`config.mk`:
```
export PLATFORM = sky130hd
export DESIGN_NAME = stack_ctrl
export DESIGN_NICKNAME = d
export VERILOG_FILES = /design/src/rtl/stack_pkg.sv /design/src/rtl/stack_bounds.sv /design/src/rtl/stack_ctrl.sv
export SDC_FILE = /design/constraint.sdc
export NUM_CORES = 1
export LEC_CHECK = 0
export CORE_ASPECT_RATIO = 0.9
export CORE_MARGIN = 2
export CORE_UTILIZATION = 41
export DETAILED_ROUTE_END_ITERATION = 8
export PLACE_DENSITY_LB_ADDON = 0.2
export SLEW_MARGIN = 5
export SYNTH_ARGS = -nofsm -noshare
export SYNTH_HDL_FRONTEND = slang
export SYNTH_SLANG_ARGS = --single-unit
```
`constraint.sdc`:
```
create_clock -name clk -period 4.45 [get_ports clk]
set_clock_uncertainty 0.2 [all_clocks]
set_input_delay 0.89 -clock clk [delete_from_list [all_inputs] [get_ports clk]]
set_output_delay 0.89 -clock clk [all_outputs]
set_load 0.1 [all_outputs]
```
`src/rtl/stack_pkg.sv`:
```
`default_nettype none
// ============================================================================
// Module   : stack_pkg
// Brief    : Shared op codes, FSM state encoding and stack bound defaults
// Revision : 1.0 - initial release
// ============================================================================
package stack_pkg;

    localparam logic [1:0] OP_NOP  = 2'b00;
    localparam logic [1:0] OP_PUSH = 2'b01;
    localparam logic [1:0] OP_POP  = 2'b10;
    localparam logic [1:0] OP_PEEK = 2'b11;

    localparam logic [15:0] SP_TOP_DEF    = 16'h01FF;
    localparam logic [15:0] SP_BOTTOM_DEF = 16'h0100;

    typedef enum logic [2:0] {
        S_IDLE    = 3'd0,
        S_PUSH_WR = 3'd1,
        S_POP_INC = 3'd2,
        S_RD_ADDR = 3'd3,
        S_RD_CAPT = 3'd4,
        S_ERR     = 3'd5,
        S_RESP    = 3'd6
    } state_t;

endpackage
`default_nettype wire

```
`src/rtl/stack_bounds.sv`:
```
`default_nettype none
// ============================================================================
// Module   : stack_bounds
// Brief    : Combinational full/empty/occupancy of a downward-growing stack
// Revision : 1.0 - initial release
// ============================================================================
module stack_bounds
    import stack_pkg::*;
#(
    parameter int            AW        = 16,
    parameter logic [AW-1:0] SP_TOP    = AW'(SP_TOP_DEF),
    parameter logic [AW-1:0] SP_BOTTOM = AW'(SP_BOTTOM_DEF)
) (
    input  logic [AW-1:0] sp_val,
    output logic          full,
    output logic          empty,
    output logic [AW-1:0] depth
);

    localparam logic [AW-1:0] c_one = AW'(1);

    // SP points at the next free slot, so a full stack sits one below the bottom
    assign full  = (sp_val == (SP_BOTTOM - c_one));
    assign empty = (sp_val == SP_TOP);
    assign depth = SP_TOP - sp_val;

endmodule
`default_nettype wire

```
`src/rtl/stack_ctrl.sv`:
```
`default_nettype none
// ============================================================================
// Module   : stack_ctrl
// Brief    : PUSH/POP/PEEK sequencer driving SP inc/dec and the stack RAM port
// Revision : 1.0 - initial release
// ============================================================================
module stack_ctrl
    import stack_pkg::*;
#(
    parameter int            DW        = 16,
    parameter int            AW        = 16,
    parameter logic [AW-1:0] SP_TOP    = AW'(SP_TOP_DEF),
    parameter logic [AW-1:0] SP_BOTTOM = AW'(SP_BOTTOM_DEF)
) (
    input  logic          clk,
    input  logic          rst,
    input  logic          cmd_valid,
    input  logic [1:0]    cmd_op,
    input  logic [DW-1:0] cmd_data,
    output logic          cmd_ready,
    output logic          rsp_valid,
    input  logic          rsp_ready,
    output logic [DW-1:0] rsp_data,
    output logic          rsp_err,
    input  logic [AW-1:0] sp_val,
    output logic          sp_inc,
    output logic          sp_dec,
    output logic [AW-1:0] mem_addr,
    output logic          mem_we,
    output logic          mem_re,
    output logic [DW-1:0] mem_wdata,
    input  logic [DW-1:0] mem_rdata,
    input  logic          clr_err,
    output logic          ovf_flag,
    output logic          unf_flag,
    output logic [AW-1:0] depth
);

    localparam logic [AW-1:0] c_one = AW'(1);

    state_t        r_state;
    logic [1:0]    r_op;
    logic [DW-1:0] r_data;
    logic [DW-1:0] r_rsp_data;
    logic          r_rsp_err;
    logic          r_ovf;
    logic          r_unf;
    logic          w_full;
    logic          w_empty;

    stack_bounds #(
        .AW        (AW),
        .SP_TOP    (SP_TOP),
        .SP_BOTTOM (SP_BOTTOM)
    ) u_bounds (
        .sp_val (sp_val),
        .full   (w_full),
        .empty  (w_empty),
        .depth  (depth)
    );

    always_ff @(posedge clk or negedge rst) begin
        if (!rst) begin
            r_state    <= S_IDLE;
            r_op       <= OP_NOP;
            r_data     <= '0;
            r_rsp_data <= '0;
            r_rsp_err  <= 1'b0;
            r_ovf      <= 1'b0;
            r_unf      <= 1'b0;
        end else begin
            // Clear first so a same-cycle flag set below takes priority
            if (clr_err) begin
                r_ovf <= 1'b0;
                r_unf <= 1'b0;
            end
            case (r_state)
                S_IDLE: begin
                    if (cmd_valid) begin
                        r_op       <= cmd_op;
                        r_data     <= cmd_data;
                        r_rsp_data <= '0;
                        case (cmd_op)
                            OP_PUSH: begin
                                r_state   <= w_full ? S_ERR : S_PUSH_WR;
                                r_rsp_err <= w_full;
                            end
                            OP_POP: begin
                                r_state   <= w_empty ? S_ERR : S_POP_INC;
                                r_rsp_err <= w_empty;
                            end
                            OP_PEEK: begin
                                r_state   <= w_empty ? S_ERR : S_RD_ADDR;
                                r_rsp_err <= w_empty;
                            end
                            default: r_state <= S_IDLE;
                        endcase
                    end
                end
                S_PUSH_WR: r_state <= S_RESP;
                S_POP_INC: r_state <= S_RD_ADDR;
                S_RD_ADDR: r_state <= S_RD_CAPT;
                S_RD_CAPT: begin
                    r_rsp_data <= mem_rdata;
                    r_state    <= S_RESP;
                end
                S_ERR: begin
                    if (r_op == OP_PUSH) r_ovf <= 1'b1;
                    else                 r_unf <= 1'b1;
                    r_state <= S_RESP;
                end
                S_RESP: begin
                    if (rsp_ready) begin
                        r_rsp_err <= 1'b0;
                        r_state   <= S_IDLE;
                    end
                end
                default: r_state <= S_IDLE;
            endcase
        end
    end

    // All strobes decode straight from the state register
    assign cmd_ready = (r_state == S_IDLE);
    assign rsp_valid = (r_state == S_RESP);
    assign sp_inc    = (r_state == S_POP_INC);
    assign sp_dec    = (r_state == S_PUSH_WR);
    assign mem_we    = (r_state == S_PUSH_WR);
    assign mem_re    = (r_state == S_RD_ADDR);
    assign mem_wdata = r_data;
    assign rsp_data  = r_rsp_data;
    assign rsp_err   = r_rsp_err;
    assign ovf_flag  = r_ovf;
    assign unf_flag  = r_unf;

    // PEEK reads the top entry without moving SP, so it looks one above it
    always_comb begin
        mem_addr = '0;
        if (r_state == S_PUSH_WR) begin
            mem_addr = sp_val;
        end else if (r_state == S_RD_ADDR) begin
            mem_addr = (r_op == OP_PEEK) ? (sp_val + c_one) : sp_val;
        end
    end

endmodule
`default_nettype wire
```
; Word level (Yosys, flattened, before mapping)
; Index checks and enable logic that the tools add are counted.
[op_classes]
add_sub_neg = 2
n_mul = 0
n_div = 0
order_cmp = 0
n_eq_ne = 16
n_shift = 0
muxes = 22
bitwise_logic = 0
n_reduce_logical = 9
[op_table]
columns = op, n
row1 = 16-bit 2-to-1 mux, 4
row2 = 16-bit case mux with 2 select lines, 1
row3 = "16-bit by 1-bit adder with 16-bit output, second input constant", 1
row4 = "16-bit by 8-bit equality test with 1-bit output, second input constant", 1
row5 = "16-bit by 9-bit equality test with 1-bit output, second input constant", 1
row6 = "9-bit by 16-bit subtractor with 16-bit output, first input constant", 1
row7 = 3-bit 2-to-1 mux, 5
row8 = 3-bit case mux with 5 select lines, 1
row9 = "3-bit equality test, second input constant", 3
row10 = 3-bit case mux with 3 select lines, 1
row11 = 1-bit 2-to-1 mux, 8
row12 = "2-bit equality test, second input constant", 3
row13 = "3-bit by 2-bit equality test with 1-bit output, second input constant", 2
row14 = 2-bit AND reduction, 3
row15 = "2-bit by 1-bit equality test with 1-bit output, second input constant", 2
row16 = 1-bit case mux with 2 select lines, 2
row17 = 4-bit AND reduction, 1
row18 = 2-bit nonzero test, 2
row19 = "3-bit by 1-bit equality test with 1-bit output, second input constant", 1
row20 = 3-bit zero test, 1
row21 = "3-bit by 2-bit != test with 1-bit output, second input constant", 1
row22 = 3-bit OR reduction, 1
row23 = "2-bit by 1-bit != test with 1-bit output, second input constant", 1
row24 = "2-bit != test, second input constant", 1
row25 = 2-bit OR reduction, 1
[word_totals]
register_bits = 40
latch_bits = 0
ramBits = 0
mem_bits_ro = 0
input_bits = 55
output_inout_bits = 73
word_cells = 56
memories = 0

; Depth between registers and ports, before layout
[depth]
word_depth = 5
depth_mapped = 6
ltp_nobuf = 5

; Cells and area by module
; A second synthesis with hierarchy kept.
[unflattened]
cells_unflattened = 214
hier_area_um2 = 2228.4
[modules_own_cells]
columns = module, instances, cells_each, area_per_inst_um2, seq_area_each_um2
row1 = stack_ctrl, 1, 183, 2014.4, 1001.0
row2 = stack_bounds, 1, 31, 214.0, 0.0

; Worst setup path after synthesis
; Ideal clock, no wire load.
[synth_path]
path_type = input -> output
start = in sp_val[4]
end = out mem_addr[15]
arrival_time_ns = 3.830
t_required_ns = 3.360
setup_slack_ns = -0.470
path_stages = 4
n_path_buf = 0
path_cell_list = inv_1 -> or4_4 -> or3_1 -> a21oi_1
[synth_between]
elab_chain_len = 4
[synth_rtl]
columns = item, line_no
row1 = "start, declared", stack_ctrl.sv:25  ; input logic [AW-1:0] sp_val,
row2 = 16-bit by 1-bit adder with 16-bit output, stack_ctrl.sv:142  ; mem_addr = (r_op == OP_PEEK) ? (sp_val + c_one) : sp_val;
row3 = 16-bit 2-to-1 mux, stack_ctrl.sv:142
row4 = 16-bit 2-to-1 mux, stack_ctrl.sv:141  ; end else if (r_state == S_RD_ADDR) begin
row5 = 16-bit 2-to-1 mux, stack_ctrl.sv:139  ; if (r_state == S_PUSH_WR) begin
row6 = "end, declared", stack_ctrl.sv:28  ; output logic [AW-1:0] mem_addr,
; Every way passes these cells.

; Worst setup path after layout
[layout_path]
start = in sp_val[1]
end = out mem_addr[15]
; Same word-level chain as after synthesis.

==> impl_metrics.ini <==
[status]
run_status = finished clean

[routing]
drt_pre_antenna_iters = 4
number_of_nets_still_failing_antenna_checks_after_routing = 0
detailroute.via_count = 2154
routed_wl_um = 6120
post_drt_wl_per_cell_um = 14.6
detailedRoute.firstIterationViolations = 210
detail_route.drc_violations = 0
via_per_inst = 5.13

[global_routing]
globalRouteTotalUtil = 0.206
global_route.overflow_total = 0
grt_pass1_vias = 1943
grt_first_pass_wirelength_um = 9390
antenna_found_initial = 0
grt_max_degree = 41

[sta]
setup-violations-final = 0
worst_pin_slew_ps = 1030
post-route-period-util = 0.917
max_slew_margin = 0.307
setup_ws_ps = 371
grt_setup_unrepaired = no
timing_max_transition_violations_final = 0
maximum_clock_frequency_ghz = 0.245
finalSetupTns_ps = 0
final-hold-violation-count = 0
tmin_final_ps = 4080

[placement]
dp_worst_setup_slack_ps = 369
hpwl_um = 4670
gp_congestion = 0.870
buffer_ports.inserted = 127

[logic_synthesis]
synthesis.yosys.warnings = 0
syn_area_mm2 = 0.00217
ys.flop_type = dfrtp_1
synth.lib_cells_used.distinct = 34
synth_area_leader_cell = dfrtp_1
synth.top_cells.by_area = dfrtp_1, mux2_2, a22o_1
netlist_instances = 224
synth-edff-count = 0
postSynthAreaPerCell_um2 = 9.70
postSynthNetCount = 282
yosys_register_bits = 40
async_reset_ff_frac = 1.00
synth_top_cell_area_share = 0.461
synth.yosys.seq_area_share = 0.461

[layout]
layout_commonest_cell = clkdlybuf4s50_1
postLayoutCoreUtil = 0.709
share_of_final_layout_standard_cells_stronger_than_drive_strength_1 = 0.218
final.fill_count = 417
most_frequent_cells_in_the_layout = clkdlybuf4s50_1, dfrtp_1, buf_4
diodes = 0
area_growth_syn_to_layout_pct = 69.5
number_of_nets_in_the_layout = 410

[clocking]
clock_sink_count = 40
clk_transition_reported_paths_ps = 80
clock_tree.buffer_depth = 2
clk_latency_ps = 280
cts_tree = yes
resized_cells_post_cts = 0
cts_made_buffers = 5
postCtsHoldBufs = 0
cts.repair_timing.setup_buffer_count = 0
clock_tree.htree_level_count = 2
clk_root_buffer_cell = clkbuf_8

[floorplan]
core.rowCount = 25
initial_utilization = 0.418
chipWidth_um = 80.7
coreArea_mm2 = 0.00519
die_ar_mm2 = 0.00590
die_height_um = 73.1
io-pin-count = 128

[critical_path]
path_class = input port to primary output
critical_path_arrival_ps = 2990
cp-start-kind = input port
end_kind = primary output
crit_fanout = 6
required_time_worst_endpoint_ps = 3360

[min_path]
hold_path.class = flop to flop

[job]
max_cap_viols = 0
==> metal layers <==
layer,vias up,routed length [um],track usage
met3,5,492,0.0705
li1,1050,-,-
met4,0,34,0.0395
met5,-,0,0
met1,1018,2620,0.273
met2,81,2970,0.330
==> synthesized netlist by cell type (2+ instances only) <==
library cell	number
clkbuf_1	6
and3_1	4
nand2b_1	2
a21oi_1	11
buf_2	4
nand2_1	12
buf_4	2
mux2_2	17
ha_1	3
nor4_1	6
nand4_1	5
nand3_1	10
a22o_1	16
or3_1	6
nor2_1	21
inv_1	17
xnor2_1	11
o21ai_0	9
xor2_1	2
nor3_1	7
dfrtp_1	40
==> cell type report <==
cell class	count	area, um^2	area share
Tap cell	67	83.8	0.0228
Sequential cell	40	1000	0.272
Clock buffer	6	72.6	0.0197
Timing Repair Buffer	133	1360	0.368
Inverter	17	63.8	0.0173
Clock inverter	2	35.0	0.00951
Multi-Input combinational cell	155	1070	0.291
==> worst paths after layout <==
path                        startpoint           end  slack [ps]  depth (start not counted)
setup reg to reg            r_state[1]   rsp_data[2]        2010                          5
setup / recovery             sp_val[1]  mem_addr[15]         370                          6
hold / removal             rsp_data[9]   rsp_data[9]         300                          1
min in group asynchronous          rst   rsp_data[3]         510                          1
max in group asynchronous          rst  mem_wdata[8]        3000                          1
hold reg to reg            rsp_data[9]   rsp_data[9]         300                          1
==> metrics by stage <==
stage	hold WS (ps)	std cells	cell area [um^2]
6_report	302	420	3680
5_1_grt	323	420	3680
4_1_cts	307	420	3680
3_5_place_dp	280	412	3570
3_3_place_gp	283	412	3570
2_1_floorplan	340	224	2190
==> sequential cells by signal (all words and copies together) (netlist names) <==
name	count
rsp_err	1
ovf_flag	1
r_state	3
r_op	2
mem_wdata	16
unf_flag	1
rsp_data	16
==> logic make-up (layout without fill, tap and decap cells) <==
logic type,count (synthesis),count (layout),synth area share
simple gates,78,78,0.185
compound gates,44,44,0.140
flops,40,40,0.461
buf+inv,29,158,0.0559
mux,17,17,0.0881
xor+xnor,13,13,0.0524
fa+ha+maj,3,3,0.0173
==> critical path: stages <==
cell and delay [ps]:
clkdlybuf4s50_1 560, nand4_2 180, or4_4 580, or3_1 380
a21oi_2 190, buf_12 210
Power is not shown: default switching activity piles up to over one toggle a cycle in this logic, so the estimate is an artifact.
